**config.mk**
```make
export PLATFORM = sky130hd
export DESIGN_NAME = multi_debouncer
export DESIGN_NICKNAME = d
export VERILOG_FILES = /design/src/rtl/multi_debouncer.sv
export SDC_FILE = /design/constraint.sdc
export NUM_CORES = 1
export LEC_CHECK = 0
export ABC_AREA = 0
export BUFFER_PORTS_ARGS = -buffer_cell sky130_fd_sc_hd__buf_2
export CAP_MARGIN = 20
export CORE_MARGIN = 10
export CORE_UTILIZATION = 32
export DETAILED_ROUTE_END_ITERATION = 12
export SYNTH_ARGS = -nofsm -noshare
export SYNTH_HDL_FRONTEND = slang
export SYNTH_SLANG_ARGS = --single-unit
```
**constraint.sdc**
```tcl
create_clock -name Clk -period 2 [get_ports Clk]
set_input_delay 0.4 -clock Clk [delete_from_list [all_inputs] [get_ports Clk]]
set_output_delay 0.4 -clock Clk [all_outputs]
set_load 0.05 [all_outputs]
```
**src/rtl/multi_debouncer.sv**
```systemverilog
// multi_debouncer: debounces Channels independent asynchronous inputs into
// clean registered levels with one-cycle rise/fall pulses per channel.
// Each input passes through a SyncStages-deep synchroniser, and a per-channel
// stability counter advances on CountEnable while the synchronised input
// differs from the debounced level.
// Optional feature macro: DEBOUNCE_REPEAT_EN (auto-repeat pulses while a
// channel is held high; RepeatPulse is tied to zero when undefined).
module multi_debouncer #(
    parameter int   Channels     = 4,
    parameter int   CounterWidth = 8,
    parameter int   DebounceTime = 200,
    parameter int   SyncStages   = 2,
    parameter logic InitValue    = 1'b0
`ifdef DEBOUNCE_REPEAT_EN
    ,
    parameter int   RepeatDelay  = 100,
    parameter int   RepeatPeriod = 25
`endif
) (
    input  logic                Clk,
    input  logic                Reset,
    input  logic                CountEnable,
    input  logic [Channels-1:0] DataIn,
    output logic [Channels-1:0] DataOut,
    output logic [Channels-1:0] RisePulse,
    output logic [Channels-1:0] FallPulse,
    output logic [Channels-1:0] RepeatPulse
);

    localparam logic [CounterWidth-1:0] CountMax = CounterWidth'(DebounceTime - 1);
    localparam logic [CounterWidth-1:0] CountOne = CounterWidth'(1);

    logic [Channels-1:0]     sync_q [SyncStages];
    logic [Channels-1:0]     syncOut;
    logic [CounterWidth-1:0] count_q [Channels];
    logic [CounterWidth-1:0] count_d [Channels];
    logic [Channels-1:0]     dataOut_q, dataOut_d;
    logic [Channels-1:0]     rise_q, rise_d;
    logic [Channels-1:0]     fall_q, fall_d;

    assign syncOut = sync_q[SyncStages-1];

    // Synchroniser chain; every stage powers up at the reset level so no
    // spurious edge is seen right after reset.
    always_ff @(posedge Clk or negedge Reset) begin
        if (!Reset) begin
            for (int i = 0; i < SyncStages; i++) begin
                sync_q[i] <= {Channels{InitValue}};
            end
        end else begin
            sync_q[0] <= DataIn;
            for (int i = 1; i < SyncStages; i++) begin
                sync_q[i] <= sync_q[i-1];
            end
        end
    end

    // Stability window: any agreement with the current level restarts it,
    // a full window of enabled disagreement commits the new level and pulses.
    always_comb begin
        dataOut_d = dataOut_q;
        rise_d    = '0;
        fall_d    = '0;
        for (int n = 0; n < Channels; n++) begin
            count_d[n] = count_q[n];
            if (syncOut[n] == dataOut_q[n]) begin
                count_d[n] = '0;
            end else if (CountEnable) begin
                if (count_q[n] == CountMax) begin
                    dataOut_d[n] = syncOut[n];
                    count_d[n]   = '0;
                    rise_d[n]    = syncOut[n];
                    fall_d[n]    = ~syncOut[n];
                end else begin
                    count_d[n] = count_q[n] + CountOne;
                end
            end
        end
    end

    // Debounced level, counters and edge pulses.
    always_ff @(posedge Clk or negedge Reset) begin
        if (!Reset) begin
            dataOut_q <= {Channels{InitValue}};
            rise_q    <= '0;
            fall_q    <= '0;
            for (int n = 0; n < Channels; n++) begin
                count_q[n] <= '0;
            end
        end else begin
            dataOut_q <= dataOut_d;
            rise_q    <= rise_d;
            fall_q    <= fall_d;
            for (int n = 0; n < Channels; n++) begin
                count_q[n] <= count_d[n];
            end
        end
    end

    assign DataOut   = dataOut_q;
    assign RisePulse = rise_q;
    assign FallPulse = fall_q;

`ifdef DEBOUNCE_REPEAT_EN
    localparam logic [CounterWidth-1:0] DelayMax  = CounterWidth'(RepeatDelay - 1);
    localparam logic [CounterWidth-1:0] PeriodMax = CounterWidth'(RepeatPeriod - 1);

    logic [CounterWidth-1:0] repCount_q [Channels];
    logic [CounterWidth-1:0] repCount_d [Channels];
    logic [Channels-1:0]     repPhase_q, repPhase_d;
    logic [Channels-1:0]     repPulse_q, repPulse_d;

    // Auto-repeat: first pulse after the initial delay, then one per period;
    // everything clears as soon as the channel is (or is about to be) low.
    always_comb begin
        repPhase_d = repPhase_q;
        repPulse_d = '0;
        for (int n = 0; n < Channels; n++) begin
            repCount_d[n] = repCount_q[n];
            if (!dataOut_q[n] || !dataOut_d[n]) begin
                repCount_d[n] = '0;
                repPhase_d[n] = 1'b0;
            end else if (CountEnable) begin
                if (repCount_q[n] == (repPhase_q[n] ? PeriodMax : DelayMax)) begin
                    repPulse_d[n] = 1'b1;
                    repCount_d[n] = '0;
                    repPhase_d[n] = 1'b1;
                end else begin
                    repCount_d[n] = repCount_q[n] + CountOne;
                end
            end
        end
    end

    // Repeat counters, phase flags and registered repeat pulses.
    always_ff @(posedge Clk or negedge Reset) begin
        if (!Reset) begin
            repPhase_q <= '0;
            repPulse_q <= '0;
            for (int n = 0; n < Channels; n++) begin
                repCount_q[n] <= '0;
            end
        end else begin
            repPhase_q <= repPhase_d;
            repPulse_q <= repPulse_d;
            for (int n = 0; n < Channels; n++) begin
                repCount_q[n] <= repCount_d[n];
            end
        end
    end

    assign RepeatPulse = repPulse_q;
`else
    assign RepeatPulse = '0;
`endif

endmodule

```
**After elaboration in Yosys (flattened, before gate mapping)**

Cells that the tools add are included.

- Register bits: 52
- Bits of input ports: 7

- Add/sub/neg operators: 4
- Eq/ne operators: 8
- Mux-type cells: 36
- Bitwise operators: 8
- Reductions and logical operators: 8

Operators with widths:

| operator | number |
|---|---|
| 2-to-1 mux 8 bit | 12 |
| adder 8 x 1 -> 8 bit, second input constant | 4 |
| equality test 8 bit, second input constant | 4 |
| 2-to-1 mux 1 bit | 24 |
| AND reduction 3 bit | 4 |
| inverter 1 bit | 8 |
| nonzero test 2 bit | 4 |
| equality test 1 bit | 4 |

**Depth between registers and ports, before layout**

- Depth in word-level cells: 4
- Depth in mapped cells: 6

**Least setup slack after synthesis**

Ideal clock, no wire load.

- Path kind: register -> register
- Start point: register count_q[8] in the netlist's numbering
- End point: register dataOut_q[2], in the netlist DataOut[2]
- Data arrival time: 1552 ps
- Data required time: 1872 ps
- Setup slack: 320 ps
- Cell stages (with the launch flop): 7
- Buffers on the path: 1
- Clock period less this slack: 1680 ps
- Path through: dfrtp_1 ha_1 nand4_1 or4_1 buf_2 nor2_2 mux2_1

- Word-level cells in the longest chain between the ends: 2

RTL lines:

| item | line | source |
|---|---|---|
| start, declared | 35 | `logic [CounterWidth-1:0] count_q [Channels];` |
| start signal, assigned by index | 95 | `count_q[n] <= count_d[n];` |
| equality test 8 bit | 69 | `if (count_q[n] == CountMax) begin` |
| AND reduction 3 bit (no source line) | - |  |
| end signal, assigned | 84 | `dataOut_q <= {Channels{InitValue}};` |
| end signal, assigned | 91 | `dataOut_q <= dataOut_d;` |
| end, declared | 37 | `logic [Channels-1:0] dataOut_q, dataOut_d;` |

Every way passes these cells.
A chain may end at the register's enable or synchronous reset.

**Final worst setup path**

Ends and elaborated chain as after synthesis.

==> results.md <==
* Status: complete, no violations
* Gp weighted congestion at 0.816
* CTS H-tree lvls at 2
* Startpoint types: flip-flop
* Placed cells at 347
* DRC violations left at 0
* Multi-input gate area at 0.00107 sq mm
* Biggest cell delay along the critical path at 0.57 ns
* Fin Setup TNS at 0 ns
* Syn_area_per_cell at 10.4 sq um
* RSZ-0062 raised after global routing: false
* Post-CTS sizing at 0
* Most common cell after layout, fill and taps aside: dfrtp_1
* Port-buffer cells at 18
* 1st-iter DRT viols at 82
* CTS clk-pin slew, worst paths at 0.10 ns
* N_diodes at 0
* CP endpoint kind: flip-flop
* Leakage dissipation at 1.26 nW
* Most used DFF post-synth: dfrtp_1
* Critical path class: reg2reg
* Placed wire-length estimate at 3.33 mm
* Critical Path RT at roughly 2.2 ns
* WL/cell at 13.4 um
* Worst path cell trace: ha_1, nand4_1, or4_1, nor2_2, mux2_1
* Nets at 266
* Post-DRT Antenna Nets at 0
* Chip Width at 108 um
* Pre-CTS setup slack at 0.157 ns
* Final Max Slew Viols at 0
* Area growth syn-to-layout at 12.7%
* Dpl cell area at 0.00266 sq mm
* IO Count at 23
* Final period util at 92.3%
* Final hold vios at 0
* Global-route wire length before repair at 8.29 mm
* Initial antenna violation count at 0
* Vias per cell at slightly above 5
* Share of layout cells above drive strength 1 at 15.6%
* FMAX at 542 MHz
* DR vias at 1805
* Die area at roughly 0.012 sq mm
* Fillers at approximately 760
* Gr ovfl total at 0
* Unique masters post-synth at 45
* Hold Buf Count CTS at 0
* Total routed wirelength at 4.75 mm
* Register area at 0.00130 sq mm
* Worst IR Drop VDD at 0.000376 V
* Chip height at 108 um
* PwrDens at 720 mW/mm^2
* EDFF count, synth at 0
* Fin Hold WS at 0.0239 ns
* Fin area at 0.00278 sq mm
* FP Rows at 31
* Clk Latency, worst-skew pair at 0.32 ns
* Synthesized cell area at ~0.0025 sq mm
* Total Power at approximately 2.0 mW
* Slack of the critical path at roughly 0.15 ns
* HP Class: in2async
* Post-route minimum period at 1.85 ns
* CTS root buf: clkbuf_8
* Total CTS buffers at 5
* Final core utilization at between 30 and 40%
* Clock Path Buffers at 2
* Synth Register Bits at 52
* CP max-delay cell: or4_1
* Setup Skew at 0.0116 ns
* Most frequent cells in the layout: dfrtp_1 (52), nand2_1 (22), a31oi_1 (21)
* Vias in the first global route at 1718
* Tot GR Track Use at 8.69%
* FFs w/ async S/R, synth at 100%
* Pre-antenna DRT Iters at 4
* Post-CTS Setup Bufs at 0
* Max cap viols at 0
* TritonCTS clock tree: built
* Clock tree sinks at 52
* Initial Utilization at 33.5%
* Largest net degree at the start of global routing at 33
* Final setup violation count at 0
* Yosys warnings at 0
* Cells after synthesis at 237
* Core area at 0.00737 sq mm
* Layout Cells excl Fill at between 300 and 400
* Seq/Total Area, Yosys at between 50% and 60%
* Worst Path Arrival at roughly 2.1 ns
* Crit path max fanout at 9
==> sequential cells by signal (all words and copies together) (netlist names) <==
register and count:
FallPulse 4, syncOut 4, count_q 32, DataOut 4
sync_q 4, RisePulse 4
==> worst paths after layout <==
kind / to / startpoint / cells after the start / slack (ns)
min: count_q[14] / Reset / 1 / 0.02
max in group asynchronous: count_q[28] / Reset / 2 / 1.45
max reg2reg: DataOut[2] / count_q[8] / 5 / 0.15
min reg2reg: syncOut[1] / sync_q[5] / 0 / 0.36
min in group Clk: sync_q[4] / DataIn[0] / 1 / 0.18
max: DataOut[2] / count_q[8] / 5 / 0.15
==> critical path, delay by kind of cell (launching register included) <==
kind                       cells  cell delay [ns]
and+or+nand+nor                3             0.82
DFF                            1             0.40
muxes                          1             0.33
adders and majority gates      1             0.19
==> logic make-up (layout without fill, tap and decap cells) <==
kind of cell,count (synthesis),count (layout),share of synthesized area (%)
AND/OR/NAND/NOR,93,93,20.5
flip-flops,52,52,52.8
AO/OA/AOI/OAI,50,50,14.3
buffers and inverters,22,38,4.31
XOR/XNOR,12,12,4.57
adder cells (fa/ha/maj),4,4,2.03
multiplexers,3,3,1.37
other,1,4,0.152
==> metal layers <==
layer	track usage [%]	share of wire [%]	vias up
li1	-	-	890
met1	11.9	52	877
met2	12.2	41	33
met3	3.29	5.4	5
met4	2.86	1.3	0
met5	0	0	-
==> synthesized netlist by cell type (2+ instances only) <==
master,number,area share [%]
or3_1,4,1.0
nor2_2,2,0.51
nand4_1,5,1.3
mux2_1,2,0.91
a31oi_1,21,5.3
clkbuf_1,3,0.46
nand3_1,13,2.6
or4_1,4,1.2
o21ai_0,7,1.4
o31a_1,3,1.1
and2_1,6,1.5
nor2_1,10,1.5
a32o_1,3,1.2
and2_2,2,0.61
nand2b_1,3,0.76
buf_4,4,1.2
xor2_1,7,2.5
ha_1,4,2.0
nand2_1,22,3.3
inv_1,8,1.2
dfrtp_1,52,53
nand3b_1,2,0.61
nor2b_1,2,0.51
xnor2_1,4,1.4
buf_2,6,1.2
and3_1,9,2.3
o211ai_1,6,1.8
a41oi_1,4,1.4
nor3_1,3,0.61
==> power by group <==
group	switching [mW]	total (mW)	leakage, nW	internal (mW)
registers	0.0205	1.09	0.702	1.07
logic	0.0862	0.124	0.493	0.0378
clock network	0.374	0.784	0.0614	0.410
==> final cells by class <==
type | instances | share of cell area (%)
well taps | 99 | 4.46
multi-input cells | 166 | 38.5
repair buffers | 22 | 4.77
inverters | 8 | 1.08
flip-flops and latches | 52 | 46.8
clock inverters | 2 | 1.40
clock buffers | 6 | 2.97
(Power assumes the default switching activity.)
